**src/rtl/dpram_pkg.sv**
```systemverilog
// ---------------------------------------------------------------------------
// dpram_pkg
//   Shared constants for the dual-port RAM request-side controller.
//   ADDR_W / DATA_W / CNT_W : default address, data and collision-counter widths
//   MEM_DEPTH               : number of entries in the attached dpram
//   MEM_WR_ACTIVE/IDLE      : levels of the dpram's active-low write strobes
// ---------------------------------------------------------------------------
package dpram_pkg;

    localparam int ADDR_W    = 6;
    localparam int DATA_W    = 8;
    localparam int CNT_W     = 8;
    localparam int MEM_DEPTH = 64;

    localparam logic MEM_WR_ACTIVE = 1'b0;
    localparam logic MEM_WR_IDLE   = 1'b1;

endpackage : dpram_pkg

```
**src/rtl/dpram_initiator_if.sv**
```systemverilog
// ---------------------------------------------------------------------------
// dpram_initiator_if
//   One client port of the dpram controller: a command stream and a
//   response pulse.
//
//   Handshake: a command transfers on a rising edge where cmd_valid and
//   cmd_ready are both 1. cmd_valid may not depend on cmd_ready; while
//   cmd_valid is 1 and cmd_ready is 0 the master holds cmd_wr, cmd_addr and
//   cmd_wdata stable. rsp_valid is a single-cycle pulse with no backpressure;
//   the master must accept rsp_data in that cycle.
//
//   cmd_valid  master->slave  command present
//   cmd_ready  slave->master  command accepted this cycle
//   cmd_wr     master->slave  1 = write, 0 = read
//   cmd_addr   master->slave  word address
//   cmd_wdata  master->slave  write data
//   rsp_valid  slave->master  read data valid (one-cycle pulse)
//   rsp_data   slave->master  read data, held between pulses
// ---------------------------------------------------------------------------
interface dpram_initiator_if #(
    parameter int ADDR_W = dpram_pkg::ADDR_W,
    parameter int DATA_W = dpram_pkg::DATA_W
);

    logic              cmd_valid;
    logic              cmd_ready;
    logic              cmd_wr;
    logic [ADDR_W-1:0] cmd_addr;
    logic [DATA_W-1:0] cmd_wdata;
    logic              rsp_valid;
    logic [DATA_W-1:0] rsp_data;

    modport master (
        output cmd_valid, cmd_wr, cmd_addr, cmd_wdata,
        input  cmd_ready, rsp_valid, rsp_data
    );

    modport slave (
        input  cmd_valid, cmd_wr, cmd_addr, cmd_wdata,
        output cmd_ready, rsp_valid, rsp_data
    );

endinterface : dpram_initiator_if

```
**src/rtl/dpram_init_port.sv**
```systemverilog
// ---------------------------------------------------------------------------
// dpram_init_port
//   Per-port datapath: registers the dpram address/data/write-strobe for an
//   accepted command and tracks outstanding reads through a 2-stage tag
//   pipeline so the dpram's registered read data can be returned as a
//   one-cycle response pulse.
//
//   clk, rst      clock / asynchronous active-high reset
//   accept        command transfers on this edge (valid & ready)
//   cmd_wr        1 = write, 0 = read
//   cmd_addr      command address
//   cmd_wdata     command write data
//   mem_wr        dpram write strobe (active low)
//   mem_add       dpram address
//   mem_data_in   dpram write data
//   mem_data_out  dpram read data
//   rsp_valid     read response pulse
//   rsp_data      read response data, held between pulses
// ---------------------------------------------------------------------------
module dpram_init_port
    import dpram_pkg::*;
#(
    parameter int ADDR_W = dpram_pkg::ADDR_W,
    parameter int DATA_W = dpram_pkg::DATA_W
) (
    input  logic              clk,
    input  logic              rst,
    input  logic              accept,
    input  logic              cmd_wr,
    input  logic [ADDR_W-1:0] cmd_addr,
    input  logic [DATA_W-1:0] cmd_wdata,
    output logic              mem_wr,
    output logic [ADDR_W-1:0] mem_add,
    output logic [DATA_W-1:0] mem_data_in,
    input  logic [DATA_W-1:0] mem_data_out,
    output logic              rsp_valid,
    output logic [DATA_W-1:0] rsp_data
);

    // rd_s1: read issued to the dpram this cycle (dpram samples next edge).
    // rd_s2: dpram read data for that read is on mem_data_out now.
    logic rd_s1;
    logic rd_s2;

    always_ff @(posedge clk or posedge rst) begin
        if (rst) begin
            mem_wr      <= MEM_WR_IDLE;
            mem_add     <= '0;
            mem_data_in <= '0;
        end else if (accept) begin
            mem_wr      <= cmd_wr ? MEM_WR_ACTIVE : MEM_WR_IDLE;
            mem_add     <= cmd_addr;
            mem_data_in <= cmd_wdata;
        end else begin
            // Address and data are held so an idle port does not toggle the bus.
            mem_wr      <= MEM_WR_IDLE;
        end
    end

    // The read pipeline runs regardless of enable: a read issued while
    // enabled still completes after enable drops.
    always_ff @(posedge clk or posedge rst) begin
        if (rst) begin
            rd_s1     <= 1'b0;
            rd_s2     <= 1'b0;
            rsp_valid <= 1'b0;
            rsp_data  <= '0;
        end else begin
            rd_s1     <= accept & ~cmd_wr;
            rd_s2     <= rd_s1;
            rsp_valid <= rd_s2;
            if (rd_s2) begin
                rsp_data <= mem_data_out;
            end
        end
    end

endmodule : dpram_init_port

```
**src/rtl/dpram_initiator.sv**
```systemverilog
// ---------------------------------------------------------------------------
// dpram_initiator
//   Request-side controller between two client masters and a dual-port RAM.
//   Each port accepts one command per cycle; same-address conflicts where at
//   least one side writes are resolved in favour of port 0 by withholding
//   cmd_ready from port 1, and every such stall is counted.
//
//   clk, rst        clock / asynchronous active-high reset
//   enable          global enable; low blocks commands and drops mem_en
//   p0, p1          client ports (command stream + response pulse)
//   mem_en          dpram enable
//   mem_wr0/1       dpram write strobes (active low)
//   mem_add0/1      dpram addresses
//   mem_data0/1_in  dpram write data
//   mem_data0/1_out dpram read data
//   coll_cnt        saturating count of port-1 collision stalls
// ---------------------------------------------------------------------------
module dpram_initiator
    import dpram_pkg::*;
#(
    parameter int ADDR_W = dpram_pkg::ADDR_W,
    parameter int DATA_W = dpram_pkg::DATA_W,
    parameter int CNT_W  = dpram_pkg::CNT_W
) (
    input  logic              clk,
    input  logic              rst,
    input  logic              enable,
    dpram_initiator_if.slave  p0,
    dpram_initiator_if.slave  p1,
    output logic              mem_en,
    output logic              mem_wr0,
    output logic              mem_wr1,
    output logic [ADDR_W-1:0] mem_add0,
    output logic [ADDR_W-1:0] mem_add1,
    output logic [DATA_W-1:0] mem_data0_in,
    output logic [DATA_W-1:0] mem_data1_in,
    input  logic [DATA_W-1:0] mem_data0_out,
    input  logic [DATA_W-1:0] mem_data1_out,
    output logic [CNT_W-1:0]  coll_cnt
);

    logic collision;
    logic accept0;
    logic accept1;

    // Two reads of the same word are harmless; anything involving a write
    // to the same word would race inside the dpram, so port 1 waits.
    assign collision = p0.cmd_valid & p1.cmd_valid &
                       (p0.cmd_addr == p1.cmd_addr) &
                       (p0.cmd_wr | p1.cmd_wr);

    assign p0.cmd_ready = enable;
    assign p1.cmd_ready = enable & ~collision;

    assign accept0 = p0.cmd_valid & p0.cmd_ready;
    assign accept1 = p1.cmd_valid & p1.cmd_ready;

    always_ff @(posedge clk or posedge rst) begin
        if (rst) begin
            mem_en <= 1'b0;
        end else begin
            mem_en <= enable;
        end
    end

    always_ff @(posedge clk or posedge rst) begin
        if (rst) begin
            coll_cnt <= '0;
        end else if (collision && enable && (coll_cnt != {CNT_W{1'b1}})) begin
            coll_cnt <= coll_cnt + CNT_W'(1);
        end
    end

    dpram_init_port #(
        .ADDR_W (ADDR_W),
        .DATA_W (DATA_W)
    ) u_port0 (
        .clk          (clk),
        .rst          (rst),
        .accept       (accept0),
        .cmd_wr       (p0.cmd_wr),
        .cmd_addr     (p0.cmd_addr),
        .cmd_wdata    (p0.cmd_wdata),
        .mem_wr       (mem_wr0),
        .mem_add      (mem_add0),
        .mem_data_in  (mem_data0_in),
        .mem_data_out (mem_data0_out),
        .rsp_valid    (p0.rsp_valid),
        .rsp_data     (p0.rsp_data)
    );

    dpram_init_port #(
        .ADDR_W (ADDR_W),
        .DATA_W (DATA_W)
    ) u_port1 (
        .clk          (clk),
        .rst          (rst),
        .accept       (accept1),
        .cmd_wr       (p1.cmd_wr),
        .cmd_addr     (p1.cmd_addr),
        .cmd_wdata    (p1.cmd_wdata),
        .mem_wr       (mem_wr1),
        .mem_add      (mem_add1),
        .mem_data_in  (mem_data1_in),
        .mem_data_out (mem_data1_out),
        .rsp_valid    (p1.rsp_valid),
        .rsp_data     (p1.rsp_data)
    );

endmodule : dpram_initiator

```
**src/flat_wrapper.sv**
```systemverilog
// flat-port wrapper written by rule: the top's interface ports become plain ports
module dpram_initiator_flat import dpram_pkg::*;
#(
    parameter int ADDR_W = dpram_pkg::ADDR_W,
    parameter int DATA_W = dpram_pkg::DATA_W,
    parameter int CNT_W  = dpram_pkg::CNT_W
)
  (clk, rst, enable, mem_en, mem_wr0, mem_wr1, mem_add0, mem_add1, mem_data0_in, mem_data1_in, mem_data0_out, mem_data1_out, coll_cnt, p0_cmd_valid, p0_cmd_wr, p0_cmd_addr, p0_cmd_wdata, p0_cmd_ready, p0_rsp_valid, p0_rsp_data, p1_cmd_valid, p1_cmd_wr, p1_cmd_addr, p1_cmd_wdata, p1_cmd_ready, p1_rsp_valid, p1_rsp_data);
  dpram_initiator_if #(.ADDR_W(ADDR_W), .DATA_W(DATA_W)) p0_i ();
  dpram_initiator_if #(.ADDR_W(ADDR_W), .DATA_W(DATA_W)) p1_i ();
  input  logic clk;
  input  logic rst;
  input  logic enable;
  output logic mem_en;
  output logic mem_wr0;
  output logic mem_wr1;
  output logic [ADDR_W-1:0] mem_add0;
  output logic [ADDR_W-1:0] mem_add1;
  output logic [DATA_W-1:0] mem_data0_in;
  output logic [DATA_W-1:0] mem_data1_in;
  input  logic [DATA_W-1:0] mem_data0_out;
  input  logic [DATA_W-1:0] mem_data1_out;
  output logic [CNT_W-1:0] coll_cnt;
  input wire logic [$bits(p0_i.cmd_valid)-1:0] p0_cmd_valid;
  input wire logic [$bits(p0_i.cmd_wr)-1:0] p0_cmd_wr;
  input wire logic [$bits(p0_i.cmd_addr)-1:0] p0_cmd_addr;
  input wire logic [$bits(p0_i.cmd_wdata)-1:0] p0_cmd_wdata;
  output wire logic [$bits(p0_i.cmd_ready)-1:0] p0_cmd_ready;
  output wire logic [$bits(p0_i.rsp_valid)-1:0] p0_rsp_valid;
  output wire logic [$bits(p0_i.rsp_data)-1:0] p0_rsp_data;
  input wire logic [$bits(p1_i.cmd_valid)-1:0] p1_cmd_valid;
  input wire logic [$bits(p1_i.cmd_wr)-1:0] p1_cmd_wr;
  input wire logic [$bits(p1_i.cmd_addr)-1:0] p1_cmd_addr;
  input wire logic [$bits(p1_i.cmd_wdata)-1:0] p1_cmd_wdata;
  output wire logic [$bits(p1_i.cmd_ready)-1:0] p1_cmd_ready;
  output wire logic [$bits(p1_i.rsp_valid)-1:0] p1_rsp_valid;
  output wire logic [$bits(p1_i.rsp_data)-1:0] p1_rsp_data;
  assign p0_i.cmd_valid = p0_cmd_valid;
  assign p0_i.cmd_wr = p0_cmd_wr;
  assign p0_i.cmd_addr = p0_cmd_addr;
  assign p0_i.cmd_wdata = p0_cmd_wdata;
  assign p0_cmd_ready = p0_i.cmd_ready;
  assign p0_rsp_valid = p0_i.rsp_valid;
  assign p0_rsp_data = p0_i.rsp_data;
  assign p1_i.cmd_valid = p1_cmd_valid;
  assign p1_i.cmd_wr = p1_cmd_wr;
  assign p1_i.cmd_addr = p1_cmd_addr;
  assign p1_i.cmd_wdata = p1_cmd_wdata;
  assign p1_cmd_ready = p1_i.cmd_ready;
  assign p1_rsp_valid = p1_i.rsp_valid;
  assign p1_rsp_data = p1_i.rsp_data;
  dpram_initiator #(.ADDR_W(ADDR_W), .DATA_W(DATA_W), .CNT_W(CNT_W)) u_core (.clk(clk), .rst(rst), .enable(enable), .p0(p0_i), .p1(p1_i), .mem_en(mem_en), .mem_wr0(mem_wr0), .mem_wr1(mem_wr1), .mem_add0(mem_add0), .mem_add1(mem_add1), .mem_data0_in(mem_data0_in), .mem_data1_in(mem_data1_in), .mem_data0_out(mem_data0_out), .mem_data1_out(mem_data1_out), .coll_cnt(coll_cnt));
endmodule
```
**config.mk**
```make
export PLATFORM = sky130hd
export DESIGN_NAME = dpram_initiator_flat
export DESIGN_NICKNAME = d
export VERILOG_FILES = /design/src/rtl/dpram_pkg.sv /design/src/rtl/dpram_initiator_if.sv /design/src/rtl/dpram_init_port.sv /design/src/rtl/dpram_initiator.sv /design/src/flat_wrapper.sv
export SDC_FILE = /design/constraint.sdc
export NUM_CORES = 1
export LEC_CHECK = 0
export BUFFER_PORTS_ARGS = -buffer_cell sky130_fd_sc_hd__buf_2
export CAP_MARGIN = 5
export CORE_UTILIZATION = 50
export DETAILED_ROUTE_END_ITERATION = 10
export MAX_ROUTING_LAYER = met4
export PLACE_DENSITY = 0.95
export SLEW_MARGIN = 20
export SYNTH_ARGS = -nofsm -noshare
export SYNTH_HDL_FRONTEND = slang
export SYNTH_SLANG_ARGS = --single-unit
```
**constraint.sdc**
```tcl
create_clock -name clk -period 4 [get_ports clk]
set_input_delay 0.8 -clock clk [delete_from_list [all_inputs] [get_ports clk]]
set_output_delay 0.8 -clock clk [all_outputs]
set_load 0.03 [all_outputs]
```
==> results.toml <==
[route]
routed_wl_um = 4790
ant_nets = 0
dr.pass1.iters = 7
routedWlPerCell_um = 14.5
num_vias = 1705
drt_iter0_drc = 57
vias_per_cell = 5.17
drcViolationCount = 9

[synthesis]
synth-edff-count = 0
synth.net_count = 210
avgSynthCellArea_um2 = 15.2
ys_warn_count = 0
netlist_instances = 158
ys_seq_area_share_pct = 63.8
synth_area_um2 = 2400
synth.ff_latch_count = 61
async_reset_ff_share_pct = 100
synth_ff_type = "dfrtp_1"
synth_cell_type_count = 28

[clock_tree]
cts_buffers = 9
cts_buffer_depth = 2
path_clk_slew_ps = 60
cts-root-buf = "clkbuf_8"
cts_tree = "done"
postCtsSetupBuffers = 0
cts-htree-levels = 3
cts_resized = 0
clock-sinks = 61
ctsHoldBuffers = 0
clock_latency_ps = 320

[power_and_ir_drop]
p_int_mw = 1.10
pwr-share-clk_pct = 30.4
sequentialPowerShare_pct = 45.9
total_leakage_power_nw = 1.60
power.switching_uw = 496
swShare_pct = 31.0
power_density_nw_per_um2 = 505
comb_power_share_pct = 23.7
ir_drop_mv = 0.318
finalPower_mw = 1.60

[die]
die_h_um = 71.2
start_util_pct = 53.6
fp-row-count = 24
die_w_um = 71.2
pin_count = 110
die_area_um2 = 5070
core_um2 = 4470

[cells_and_area]
drive_above_1_share_pct = 64.0
antenna_cells = 0
seq_area_um2 = 1530
multi_input_area_um2 = 840
nets = 326
design_area_um2 = 3170
fill_cells = 325
syn2layout_area_growth_pct = 32.2

[job]
cap_violations = 0

[setup_path]
start_kind = "primary input"
crit_path_frequent_cell = "buf_2"
cp_max_fo = 4
rrSetupSlack_ps = 2350
cp_slowest_cell = "nor4_2"
path_class = "primary input to output port"
endpoint_kind = "output port"
required_ps = 3200
timing.critical_path.cells = "buf_2 -> xor2_1 -> nor4_2 -> a21boi_0 -> buf_2"
arrival_ps = 1930
max_stage_delay_ps = 460

[global_routing]
grt_pass1_wl_um = 8170
grt_antenna_before_repair = 0
grt_max_degree = 35
grt_overflow = 0
grt_pass1_vias = 1750
track_usage_pct = 22.3

[timing]
drv_slew = 0
relSlewSlack_pct = 42.8
hold_slack_ps = 348
tightest_slew_ps = 858
fin_crit_sh_pct = 68.3
max_freq_mhz = 366
fin_setup_tns_ps = 0
setup_viol = 0
skew_ps = 3.28
worst_slack_ps = 1270
finalCriticalPeriod_ps = 2730
timing_hold_violations_final = 0
rsz0062_at_grt = "no"

[status]
status = "finished, violations left"
violations = "design-rule violations"

[placement]
portBuffers = 109
postPlaceCellArea_um2 = 2990
gp_congestion = 0.833
hpwl_um = 3540
pre_cts_slack_ps = 1250

[worst_hold_path]
hold_class = "flip-flop to flip-flop"
[power by group through the flow]
| stage | Sequential (mW) | Combinational [mW] | Clock (mW) |
|---|---|---|---|
| 3_5_place_dp | 0.744 | 0.384 | 0 |
| 3_3_place_gp | 0.740 | 0.376 | 0 |
| 6_report | 0.734 | 0.379 | 0.486 |
| 5_1_grt | 0.744 | 0.405 | 0.534 |
| 2_1_floorplan | 0.899 | 0.0999 | 0 |
| 4_1_cts | 0.735 | 0.384 | 0.499 |
[sequential cells by signal, indices dropped and copies added, names as in the netlist]
signal and flops:
u_core.u_port0.rd_s2 1, u_core.u_port0.rd_s1 1, u_core.u_port1.rd_s2 1, u_core.u_port1.mem_wr 1, u_core.coll_cnt 8, u_core.u_port1.rd_s1 1, u_core.u_port1.mem_add 6, u_core.mem_en 1
u_core.u_port0.mem_wr 1, u_core.u_port0.rsp_data 8, u_core.u_port1.rsp_data 8, u_core.u_port1.mem_data_in 8, u_core.u_port0.rsp_valid 1, u_core.u_port1.rsp_valid 1, u_core.u_port0.mem_data_in 8, u_core.u_port0.mem_add 6
[final cells by class]
type,count,share of cell area (%)
multi-input cells,91,26.5
inverters,1,0.118
clock buffers,14,5.45
flip-flops and latches,61,48.3
repair buffers,110,17.5
well taps,52,2.05
clock inverters,1,0.158
[cells in the final DEF (no fill, tap or decap), drive strengths merged]
master,Yosys,final
ha,1,1
nand4,2,2
nand2,4,4
a21boi,1,1
and3,3,3
nor2,2,2
or4,1,1
clkbuf,3,14
nand2b,1,1
o211ai,1,1
mux2,47,47
nor3,4,4
clkinv,0,1
a41oi,1,1
o21ai,1,1
buf,2,110
xor2,10,10
nand3,5,5
or4b,1,1
a31oi,1,1
dfrtp,59,59
dfstp,2,2
nor2b,1,1
a21oi,1,1
nor4,3,3
inv,1,1
[critical path: cells and delay by family]
| kind | cells | cell delay, ps |
|---|---|---|
| compound gates | 1 | 170 |
| buf+inv | 2 | 320 |
| simple gates | 1 | 460 |
| xor+xnor | 1 | 170 |
[stage by stage]
| stage | instances | util [%] |
|---|---|---|
| after floorplan | 158 | - |
| after global placement | 315 | 66.8 |
| after detailed placement | 315 | 66.8 |
| after CTS | 330 | 70.8 |
| after global routing | 330 | 70.8 |
| final | 330 | 70.8 |
[cell families (layout without fill, tap and decap cells)]
kind of cell,count (synthesis),count (layout),share of synthesized area [%]
mux,47,47,22.1
xor+xnor,10,10,3.66
buf+inv,6,126,1.15
simple gates,27,27,6.94
flops,61,61,63.8
compound gates,6,6,1.83
fa+ha+maj,1,1,0.522
[routing by layer]
| metal | part of all wire (%) | vias to the layer above | GRT usage, % | wire [µm] |
|---|---|---|---|---|
| li1 | - | 796 | - | - |
| met1 | 42 | 822 | 26.0 | 2010 |
| met2 | 50 | 78 | 35.1 | 2380 |
| met3 | 6.5 | 9 | 9.00 | 310 |
| met4 | 1.9 | 0 | 7.56 | 91 |
| met5 | 0 | - | - | 0 |
[cells in the mapped netlist (2+ instances only)]
master | n | area, µm²
dfstp_2 | 2 | 52.6
nor2_1 | 2 | 7.51
and3_1 | 3 | 18.8
dfrtp_1 | 59 | 1480
clkbuf_1 | 3 | 11.3
mux2_2 | 47 | 529
xor2_1 | 10 | 87.6
nand2_1 | 4 | 15.0
nor4_1 | 2 | 12.5
nand4_1 | 2 | 12.5
nand3_1 | 5 | 25.0
nor3_1 | 3 | 15.0
[path summary, 6_finish.rpt]
path                                       from                          to  cells after the start
max                              p0_cmd_addr[1]                p1_cmd_ready                      5
min                        u_core.u_port1.rd_s1        u_core.u_port1.rd_s2                      0
max reg2reg                  u_core.coll_cnt[0]          u_core.coll_cnt[1]                      5
min reg2reg                u_core.u_port1.rd_s1        u_core.u_port1.rd_s2                      0
max in group asynchronous                   rst       u_core.u_port1.mem_wr                      3
min in group asynchronous                   rst  u_core.u_port0.rsp_data[3]                      2
Note: power is estimated with default switching activity, not from simulation.
